===== src/rtl/fdc_error_event_decoder.sv =====
// ---------------------------------------------------------------------------
// fdc_error_event_decoder
//
// Turns the uPD765-style result bytes (ST0/ST1/ST2) of each FDC command, plus
// the live PLL-lock and drive write-fault lines, into one-cycle error strobes
// and an operation_complete pulse for the lifetime error counter bank. It
// also owns the seek timeout. Each error class fires at most once per
// operation.
//
// Ports
//   clk, reset          system clock; asynchronous active-high reset
//   cmd_start           pulse, command begins; qualified by cmd_is_seek and
//                       cmd_is_write
//   cmd_done            pulse, result phase; st0/st1/st2 valid this cycle
//   st0, st1, st2       result status bytes
//   seek_complete       pulse, head reached the target track
//   pll_locked          level, data separator lock
//   drive_fault         level, drive write-fault line
//   err_*               one-cycle error strobes (all registered)
//   operation_complete  one-cycle pulse per finished read/write command
//   op_aborted          one-cycle pulse when a new command pre-empts an old one
//   busy                high in every state except IDLE
// ---------------------------------------------------------------------------
module fdc_error_event_decoder #(
    parameter int unsigned SEEK_TIMEOUT_CYCLES = 50_000_000,
    parameter int unsigned TMR_W               = 32
) (
    input  logic       clk,
    input  logic       reset,
    input  logic       cmd_start,
    input  logic       cmd_is_seek,
    input  logic       cmd_is_write,
    input  logic       cmd_done,
    input  logic [7:0] st0,
    input  logic [7:0] st1,
    input  logic [7:0] st2,
    input  logic       seek_complete,
    input  logic       pll_locked,
    input  logic       drive_fault,
    output logic       err_crc_data,
    output logic       err_crc_addr,
    output logic       err_missing_am,
    output logic       err_missing_dam,
    output logic       err_overrun,
    output logic       err_underrun,
    output logic       err_seek,
    output logic       err_write_fault,
    output logic       err_pll_unlock,
    output logic       operation_complete,
    output logic       op_aborted,
    output logic       busy
);

    typedef enum logic [1:0] {IDLE, ACTIVE, SEEK_WAIT, REPORT} state_t;

    localparam logic [TMR_W-1:0] TIMEOUT_LAST = TMR_W'(SEEK_TIMEOUT_CYCLES - 1);

    state_t           state, state_d;
    logic [TMR_W-1:0] timer, timer_d;
    logic             is_write, is_write_d;
    logic             pll_seen, pll_seen_d;     // lock observed high during this op
    logic             pll_fired, pll_fired_d;   // unlock already reported this op
    logic             wf_fired, wf_fired_d;     // write fault already reported this op
    logic             pll_prev, fault_prev;     // previous-cycle samples for edge detect

    logic crc_data_d, crc_addr_d, missing_am_d, missing_dam_d;
    logic overrun_d, underrun_d, seek_d, write_fault_d, pll_unlock_d;
    logic op_complete_d, op_aborted_d, busy_d;

    // Status bits used by the decode.
    logic st_de, st_or, st_ma, st_dd, st_md, st_ec;
    assign st_de = st1[5];
    assign st_or = st1[4];
    assign st_ma = st1[0];
    assign st_dd = st2[5];
    assign st_md = st2[0];
    assign st_ec = st0[4];

    // Remaining status bits carry no error class tracked here.
    logic unused_status;
    assign unused_status = ^{st0[7:5], st0[3:0], st1[7:6], st1[3:1], st2[7:6], st2[4:1]};

    // The result bytes are decoded at the cmd_done edge and the decoded
    // strobes are what gets stored, so they are visible during REPORT,
    // exactly one cycle after cmd_done.
    always_comb begin
        // NOTE: every variable gets a default before the case statement, so
        // no path leaves one unassigned and no latch is inferred.
        state_d       = state;
        timer_d       = timer;
        is_write_d    = is_write;
        pll_seen_d    = pll_seen;
        pll_fired_d   = pll_fired;
        wf_fired_d    = wf_fired;
        crc_data_d    = 1'b0;
        crc_addr_d    = 1'b0;
        missing_am_d  = 1'b0;
        missing_dam_d = 1'b0;
        overrun_d     = 1'b0;
        underrun_d    = 1'b0;
        seek_d        = 1'b0;
        write_fault_d = 1'b0;
        pll_unlock_d  = 1'b0;
        op_complete_d = 1'b0;
        op_aborted_d  = 1'b0;

        if (cmd_start && state != REPORT) begin
            // A new command pre-empts any op in flight; nothing from the old
            // op is reported.
            op_aborted_d = (state != IDLE);
            timer_d      = '0;
            is_write_d   = cmd_is_write;
            pll_seen_d   = 1'b0;
            pll_fired_d  = 1'b0;
            wf_fired_d   = 1'b0;
            state_d      = cmd_is_seek ? SEEK_WAIT : ACTIVE;
        end else begin
            case (state)
                ACTIVE: begin
                    if (pll_locked)
                        pll_seen_d = 1'b1;
                    if (pll_seen && pll_prev && !pll_locked && !pll_fired) begin
                        pll_unlock_d = 1'b1;
                        pll_fired_d  = 1'b1;
                    end
                    if (is_write && !fault_prev && drive_fault && !wf_fired) begin
                        write_fault_d = 1'b1;
                        wf_fired_d    = 1'b1;
                    end
                    if (cmd_done) begin
                        crc_data_d    = st_de & st_dd;
                        crc_addr_d    = st_de & ~st_dd;
                        missing_dam_d = st_ma & st_md;
                        missing_am_d  = st_ma & ~st_md;
                        overrun_d     = st_or & ~is_write;
                        underrun_d    = st_or & is_write;
                        seek_d        = st_ec;
                        op_complete_d = 1'b1;
                        state_d       = REPORT;
                    end
                end
                SEEK_WAIT: begin
                    if (seek_complete) begin
                        state_d = IDLE;
                    end else if (timer == TIMEOUT_LAST) begin
                        seek_d  = 1'b1;
                        state_d = IDLE;
                    end else begin
                        timer_d = timer + 1'b1;
                    end
                end
                REPORT:  state_d = IDLE;
                default: state_d = IDLE;
            endcase
        end

        busy_d = (state_d != IDLE);
    end

    always_ff @(posedge clk or posedge reset) begin
        if (reset) begin
            state              <= IDLE;
            timer              <= '0;
            is_write           <= 1'b0;
            pll_seen           <= 1'b0;
            pll_fired          <= 1'b0;
            wf_fired           <= 1'b0;
            pll_prev           <= 1'b0;
            fault_prev         <= 1'b0;
            err_crc_data       <= 1'b0;
            err_crc_addr       <= 1'b0;
            err_missing_am     <= 1'b0;
            err_missing_dam    <= 1'b0;
            err_overrun        <= 1'b0;
            err_underrun       <= 1'b0;
            err_seek           <= 1'b0;
            err_write_fault    <= 1'b0;
            err_pll_unlock     <= 1'b0;
            operation_complete <= 1'b0;
            op_aborted         <= 1'b0;
            busy               <= 1'b0;
        end else begin
            // NOTE: non-blocking assignments keep every register updating
            // from the same pre-edge values, independent of statement order.
            state              <= state_d;
            timer              <= timer_d;
            is_write           <= is_write_d;
            pll_seen           <= pll_seen_d;
            pll_fired          <= pll_fired_d;
            wf_fired           <= wf_fired_d;
            pll_prev           <= pll_locked;
            fault_prev         <= drive_fault;
            err_crc_data       <= crc_data_d;
            err_crc_addr       <= crc_addr_d;
            err_missing_am     <= missing_am_d;
            err_missing_dam    <= missing_dam_d;
            err_overrun        <= overrun_d;
            err_underrun       <= underrun_d;
            err_seek           <= seek_d;
            err_write_fault    <= write_fault_d;
            err_pll_unlock     <= pll_unlock_d;
            operation_complete <= op_complete_d;
            op_aborted         <= op_aborted_d;
            busy               <= busy_d;
        end
    end

endmodule


===== config.mk =====
export PLATFORM = sky130hd
export DESIGN_NAME = fdc_error_event_decoder
export DESIGN_NICKNAME = d
export VERILOG_FILES = /design/src/rtl/fdc_error_event_decoder.sv
export SDC_FILE = /design/constraint.sdc
export NUM_CORES = 1
export LEC_CHECK = 0
export BUFFER_PORTS_ARGS = -buffer_cell sky130_fd_sc_hd__buf_4
export CELL_PAD_IN_SITES_DETAIL_PLACEMENT = 0
export CELL_PAD_IN_SITES_GLOBAL_PLACEMENT = 2
export CORE_AREA = 2 2 84 86
export CTS_BUF_LIST = sky130_fd_sc_hd__clkbuf_4
export DETAILED_ROUTE_END_ITERATION = 12
export DIE_AREA = 0 0 86 88
export PLACE_DENSITY_LB_ADDON = 0.1
export SYNTH_ARGS = -nofsm -noshare
export SYNTH_HDL_FRONTEND = slang
export SYNTH_SLANG_ARGS = --single-unit

===== constraint.sdc =====
create_clock -name clk -period 4.7 [get_ports clk]
set_input_delay 0.47 -clock clk [delete_from_list [all_inputs] [get_ports clk]]
set_output_delay 0.47 -clock clk [all_outputs]
set_load 0.05 [all_outputs]

; ---- Word level (Yosys, flattened, before mapping)
; Cells that the tools add are included.
[word_totals]
regBits = 52
word_cells = 110
out_inout_bits = 12
[op_classes]
bitwise = 9
reduce_logical = 22
n_addsub = 1
n_eq_ne = 6
mux = 52
[op_table]
columns = op, n
row1 = 32-bit 2-to-1 mux, 4
row2 = 1-bit 2-to-1 mux, 41
row3 = "32-bit by 1-bit adder with 32-bit output, second input constant", 1
row4 = "32-bit by 26-bit == test with 1-bit output, second input constant", 1
row5 = 2-bit nonzero test, 7
row6 = 2-bit 2-to-1 mux, 5
row7 = 1-bit logical AND, 7
row8 = 1-bit AND, 6
row9 = 2-bit AND reduction, 3
row10 = 1-bit logical NOT, 4
row11 = "2-bit != test, second input constant", 2
row12 = 2-bit case mux with 2 select lines, 1
row13 = 1-bit inverter, 3
row14 = 3-bit AND reduction, 1
row15 = "2-bit by 1-bit == test with 1-bit output, second input constant", 1
row16 = "2-bit == test, second input constant", 1
row17 = "2-bit by 1-bit != test with 1-bit output, second input constant", 1
row18 = 1-bit case mux with 2 select lines, 1

; ---- Logic depth before layout (Yosys ltp)
; Gate-level depths: netlist (run 1).
[depth]
ltp_word = 7
depth_mapped = 7

; ---- Worst setup path before layout (run 1)
; No wires, ideal clock.
[synth_path]
kind = flip-flop to flip-flop
startpoint = register state[0]
endpoint = register timer[31]
t_arrival_ns = 1.631
stages_incl_launch_ff = 8
path_slack_ns = 2.937
setup_ns = 0.132
n_path_buf = 0
cell_sequence = dfrtp_1 > inv_1 > ha_1 > nand4b_1 > nor4_4 > nand4_1 > xor2_1 > nor2_1
[synth_via]
elab_chain_len = 4
word_cells_on_any_way = 8
classes_between = eq/ne (4) / mux (1) / reduce/logical (3)
[synth_rtl]
columns = element, line_no
row1 = start: declaration, 58  ; state_t state, state_d;
row2 = start signal: assignment, 185  ; state <= state_d;
row3 = 2-bit != test, 107  ; if (cmd_start && state != REPORT) begin
row4 = 1-bit logical AND, 107
row5 = "2-bit != test (no source line), or another cell as far along", -
row6 = 3-bit AND reduction (no source line), -
row7 = end signal: assignment, 186  ; timer <= timer_d;
row8 = end: declaration, 59  ; logic [TMR_W-1:0] timer, timer_d;
; Several ways; a longest one is shown, not always the timed one.
; A chain may end at the register's enable or synchronous reset.

; ---- Worst setup path in the final report (run 1)
; Same ends and word-level chain as after synthesis.

==> metrics.cfg, run 1 <==
[status]
status = finished clean

[layout]
layout-drive-gt1-share = 0.146
postLayoutCoreUtil = 0.429
diodes = 0
stdcell_area_um2 = 2850
finish.net_count = 318
area.growth.synth_to_final_pct = 13.3
final_cells = 361

[timing]
hold_ws_ns = 0.216
timing.fmax_ghz = 0.462
setup_tns_ns = 0
relSlewSlack = 0.447
skew_ns = 0.0149
period_share = 0.461
finalSetupViolCount = 0
grt_setup_unrepaired = false
fin_ws_ns = 2.53
worstMarginPinSlew_ns = 0.827
finalHoldViolCount = 0
min_period_ns = 2.17
slew_viol_final = 0

[global_route]
grt_util_met1 = 0.217
grt_pass1_vias = 1812
grt_overflow = 0
grt_pass1_wl_mm = 9.28
grtUsageMet2 = 0.253
antenna_found_initial = 0
grt_use_total = 0.158
grt_max_degree = 53
grt.busiest_layer = met2
grt_use_met3 = 0.0320

[synth]
synth_fp_nets = 291
synth_area_leaders = dfrtp_1, xor2_1, nor2_1, nand3_1, nand4_1
yosys_warnings = 0
yosys_register_bits = 52
syn_avg_cell_area_um2 = 9.95
synth.largest_area_cell = dfrtp_1
yosys-top-cells-count = dfrtp_1, nor2_1, nand3_1, xor2_1, nand2_1
ys_async_sr_fraction = 1.00
yosysMostFrequentCell = dfrtp_1
synth-main-ff-cell = dfrtp_1
syn_area_um2 = 2520
synth_cells = 253
synth-edff-count = 0
synth_top_area_frac = 0.517
yosysSeqAreaShare = 0.517
synth_cell_types = 33

[route]
drc = 0
drtAntennaViolNets = 0
wire_per_inst_um = 15.1
drt-total-wl_mm = 5.45
vias_per_cell = 5.19
drt-pass1-iter-count = 4
initialDrtViolationCount = 120
vias = 1874

[placement]
dpl_cell_area_um2 = 2800
dp.cells = 353
dp_hpwl_mm = 3.67
dp_slack_ns = 2.52
io_buffers = 26
gp_congestion = 0.685

[setup_path]
crit_fanout = 10
reg2reg_to = timer[31]
r2r-start = state[0]
r2r_setup_slack_ns = 2.53
cp.arrival_ns = 2.41
cp.required_ns = 4.95
worstSetupPathType = reg -> reg
startpoint_type = register
end_kind = register
ff2ff_path_depth = 7

[power_and_ir_drop]
peakVddDrop_mv = 0.118
power.density_nw_per_um2 = 283
power_mw = 0.808
leakage_nw = 1.35

[floorplanning]
rows = 30
core-area_um2 = 6640
fp.dieH_um = 88
io_pins = 45
die-area_um2 = 7570
die_x_um = 86
start_util = 0.379

[worst_hold_path]
hold_start = drive_fault
worstHoldPathCells = 1
hold_class = in -> reg
hold_end = fault_prev

[clocking]
clk_pin_slew_ns = 0.15
post_cts_buffers = 0
cts_max_path_buffers = 2
post_cts_resized = 0
numCtsBuffers = 5
cts_hold_buf = 0
cts-root-buf = clkbuf_4
cts_tree = yes
worstSkewPairLatency_ns = 0.38
htree_levels = 2
cts.sinks = 52

[flow_run]
max_cap_violations = 0

-- layout by cell type (no fill, tap or decap), types with 5 or more instances in the layout --
cell      instances
and3_1           12
clkbuf_4          5
nand4_1          14
nor2_1           38
nand3_1          20
nand2_1          18
xor2_1           20
buf_4            27
ha_1              5
a21oi_1          11
dfrtp_1          52
o21ai_0           7
-- power by group --
group | switching, mW | internal (mW)
Combinational | 0.0882 | 0.0403
Clock | 0.143 | 0.0554
Sequential | 0.0144 | 0.467
Total | 0.246 | 0.562
-- kinds of logic (layout without fill, tap and decap cells) --
| kind of cell | Yosys count | in the layout | share of synthesized area |
|---|---|---|---|
| flip-flops | 52 | 52 | 0.517 |
| adder cells (fa/ha/maj) | 5 | 5 | 0.0249 |
| AO/OA/AOI/OAI | 23 | 23 | 0.0512 |
| buffers and inverters | 12 | 40 | 0.0179 |
| XOR/XNOR | 24 | 24 | 0.0835 |
| AND/OR/NAND/NOR | 137 | 137 | 0.305 |
-- worst max path at each step --
stage | cells past startpoint | start | slack, ns | endpoint
after floorplan | 7 | state[0] | 2.94 | timer[31]
after global placement | 7 | state[0] | 2.48 | timer[31]
after detailed placement | 7 | state[0] | 2.52 | timer[31]
after CTS | 7 | state[0] | 2.50 | timer[31]
after global routing | 7 | state[0] | 2.32 | timer[31]
final | 7 | state[0] | 2.53 | timer[31]
-- sequential cells by signal (all words and copies together), names as in the netlist --
signal and cells:
busy 1, err_crc_addr 1, err_crc_data 1, err_missing_am 1, err_missing_dam 1, err_overrun 1
err_pll_unlock 1, err_seek 1, err_underrun 1, err_write_fault 1, fault_prev 1, is_write 1
op_aborted 1, operation_complete 1, pll_fired 1, pll_prev 1, pll_seen 1, state 2
timer 32, wf_fired 1
-- layout make-up --
type	instances	area (um^2)
Clock buffer	5	37.5
Clock inverter	3	13.8
Fill cell	648	3790
Inverter	5	18.8
Multi-Input combinational cell	189	1180
Sequential cell	52	1300
Tap cell	80	100
Timing Repair Buffer	27	203
-- worst max-delay path, stage by stage (launching register included) --
cell	delay (ns)
dfrtp_1	0.46
inv_1	0.11
ha_1	0.21
nand4b_1	0.17
nor4_4	0.66
nand4_1	0.21
xor2_1	0.18
nor2_1	0.05
-- routing by layer --
layer | wire [um] | part of all wire | vias to the layer above
met1 | 2620 | 0.48 | 891
met2 | 2550 | 0.47 | 32
li1 | - | - | 946
met4 | 67 | 0.012 | 0
met3 | 211 | 0.039 | 5
met5 | 0 | 0 | -
Power figures use the tool's default switching activity.
==> inputs of run 2 (changes only) <==
--- a/config.mk
+++ b/config.mk
@@ -8,10 +8,10 @@
 export BUFFER_PORTS_ARGS = -buffer_cell sky130_fd_sc_hd__buf_4
 export CELL_PAD_IN_SITES_DETAIL_PLACEMENT = 0
 export CELL_PAD_IN_SITES_GLOBAL_PLACEMENT = 2
-export CORE_AREA = 2 2 84 86
+export CORE_AREA = 2 2 87 89
 export CTS_BUF_LIST = sky130_fd_sc_hd__clkbuf_4
 export DETAILED_ROUTE_END_ITERATION = 12
-export DIE_AREA = 0 0 86 88
+export DIE_AREA = 0 0 89 91
 export PLACE_DENSITY_LB_ADDON = 0.1
 export SYNTH_ARGS = -nofsm -noshare
 export SYNTH_HDL_FRONTEND = slang
==> constraint.sdc (replaced) <==
create_clock -name clk -period 2 [get_ports clk]
set_input_delay 0.2 -clock clk [delete_from_list [all_inputs] [get_ports clk]]
set_output_delay 0.2 -clock clk [all_outputs]
set_load 0.05 [all_outputs]
==> run 2 against run 1 <==
Clock-buffer cell count did not move. Fmax grew 20%. Flip-flop and latch count unchanged. First-iteration DRC count fell by 5.0%. Largest power group unchanged.
==> metrics.cfg, run 2 (synthesized netlist as in run 1, its figures left out) <==
[status]
status = finished clean

[clocking]
worstSkewPairLatency_ns = 0.38  ; about the same
htree_levels = 2  ; unchanged
cts_tree = yes
cts.sinks = 52  ; unchanged
cts-root-buf = clkbuf_4
cts_max_path_buffers = 2  ; unchanged
numCtsBuffers = 5  ; unchanged
clk_pin_slew_ns = 0.17  ; +0.02 ns

[layout]
regMostFlops = timer
finish.net_count = 342  ; +7.5%
largest_reg_flops = 32  ; unchanged
layout-drive-gt1-share = 0.190  ; +0.0443
mostFrequentLayoutCells = dfrtp_1, buf_4, nor2_1, nand3_1, xor2_1
layout_commonest_cell = dfrtp_1
area.growth.synth_to_final_pct = 23.2
reg.largest.list = timer (32), state (2)
diodes = 0  ; unchanged

[floorplanning]
core-area_um2 = 7140  ; +7.4%
rows = 31  ; +3.3%
start_util = 0.353  ; -0.0262
io_pins = 45  ; unchanged
die_x_um = 89  ; +3.5%
fp.dieH_um = 91  ; +3.4%
die-area_um2 = 8100  ; +7.0%

[flow_run]
max_cap_violations = 0  ; unchanged

[power_and_ir_drop]
leakage_nw = 1.47  ; +8.6%
power.density_nw_per_um2 = 631  ; +120%
power_mw = 1.96  ; +140%
peakVddDrop_mv = 0.350  ; +200%

[setup_path]
r2r_setup_slack_ns = 0.20  ; -2.34 ns
startpoint_type = register
path_buf_inv = 1  ; unchanged
cp_top_family = simple AND/OR/NAND/NOR gates
crit_fanout = 4  ; -6
worstSetupPathType = reg -> reg
end_kind = register
cp.required_ns = 2.32  ; -2.63 ns
crit_path_cell_trace = inv_1, ha_1, and4b_1, and3_1, nand4_1, or3_1, a21oi_1
critPathMaxStageDelay_ns = 0.41  ; -0.25 ns
cp.arrival_ns = 2.13  ; -0.28 ns
cp_slowest_cell = dfrtp_1

[route]
drc = 0  ; unchanged
vias = 2006  ; +7.0%
initialDrtViolationCount = 114  ; -5.0%
drt-pass1-iter-count = 4  ; unchanged
routedLengthMet1_mm = 2.92  ; +11%
wl_met2_mm = 2.67  ; +4.8%
wl_met3_um = 139  ; -34%
vias_per_cell = 4.97  ; -4.3%
routed.top_layer = met4
drt-total-wl_mm = 5.78  ; +6.2%
wire_per_inst_um = 14.3  ; -5.1%
drtAntennaViolNets = 0  ; unchanged

[global_route]
antenna_found_initial = 0  ; unchanged
grt_pass1_vias = 1987  ; +9.7%
grt_max_degree = 53  ; unchanged
grt_pass1_wl_mm = 9.98  ; +7.6%
grt_use_total = 0.159  ; +0.000750
grt_overflow = 0  ; unchanged

[timing]
grt_setup_unrepaired = false
slew_viol_final = 0  ; unchanged
finalHoldViolCount = 0  ; unchanged
period_share = 0.901  ; +0.440
worstMarginPinSlew_ns = 0.343  ; -0.484 ns
relSlewSlack = 0.768  ; +0.321
timing.fmax_ghz = 0.555  ; +20%
min_period_ns = 1.80  ; -0.365 ns
setup_tns_ns = 0  ; unchanged
skew_ns = 0.0192  ; +0.00437 ns
finalSetupViolCount = 0  ; unchanged

[placement]
dp_hpwl_mm = 4.02  ; +9.5%
io_buffers = 26  ; unchanged
gp_congestion = 0.717  ; +4.7%

[worst_hold_path]
hold_class = in -> reg

-- run 2: changes by cell type in the layout (fill, tap and decap cells not counted) --
cell,before,now
buf_2,0,1
nor2b_2,0,1
clkinv_2,2,0
buf_6,0,1
nor2b_4,1,0
dlygate4sd3_1,0,7
buf_4,27,40
buf_12,0,2
clkinvlp_4,0,2
-- run 2: tightest hold or removal path, cell delays in order --
cell	delay (ns)
buf_4	0.11
nand2_1	0.05
nor2_1	0.03
-- run 2: path summary, 6_finish.rpt --
kind                       startpoint             end  cells after the start
max in group asynchronous       reset  err_missing_am                      4
max                          state[0]        timer[7]                      7
min reg2reg                 pll_fired  err_pll_unlock                      1
min in group asynchronous       reset       pll_fired                      4
min                            st1[5]    err_crc_addr                      3
max reg2reg                  state[0]        timer[7]                      7
-- run 2: layout make-up --
type,instances,area [um^2]
clock inverters,3,18.8
repair buffers,51,427
clock buffers,5,37.5
fillers,753,4040
flip-flops and latches,52,1300
multi-input cells,189,1170
inverters,5,18.8
well taps,99,124
-- run 2: per-stage QoR --
stage                      util  cell area [um^2]  hold WS (ns)  instances  worst slack (ns)
final                     0.434              3100        0.0400        404             0.198
after global routing      0.434              3100        0.0285        404           0.00799
after CTS                 0.432              3080        0.0223        402             0.168
after detailed placement  0.414              2960         0.281        387             0.186
after global placement    0.414              2960         0.282        387             0.174
after floorplan               -              2520         0.231        253             0.237
-- run 2: power by group --
group / leakage, nW / switching [mW] / internal (mW) / total, mW
registers: 0.709 / 0.0247 / 1.10 / 1.12
logic: 0.736 / 0.223 / 0.129 / 0.352
clock network: 0.0249 / 0.349 / 0.133 / 0.483
-- run 2: what timing repair did --
action                                  in CTS  in global routing
hold buffers                                 7                  0
endpoints found under the setup margin       0                  7
buffers inserted                             0                  1
resized for setup                            0                  1
endpoints found under the hold margin       59                  0
-- run 2: per-layer routing --
layer  up-vias  global-route usage
met5         -                   0
met4         0              0.0410
met3         5              0.0282
met2        23               0.234
met1       983               0.238
li1        995                   -
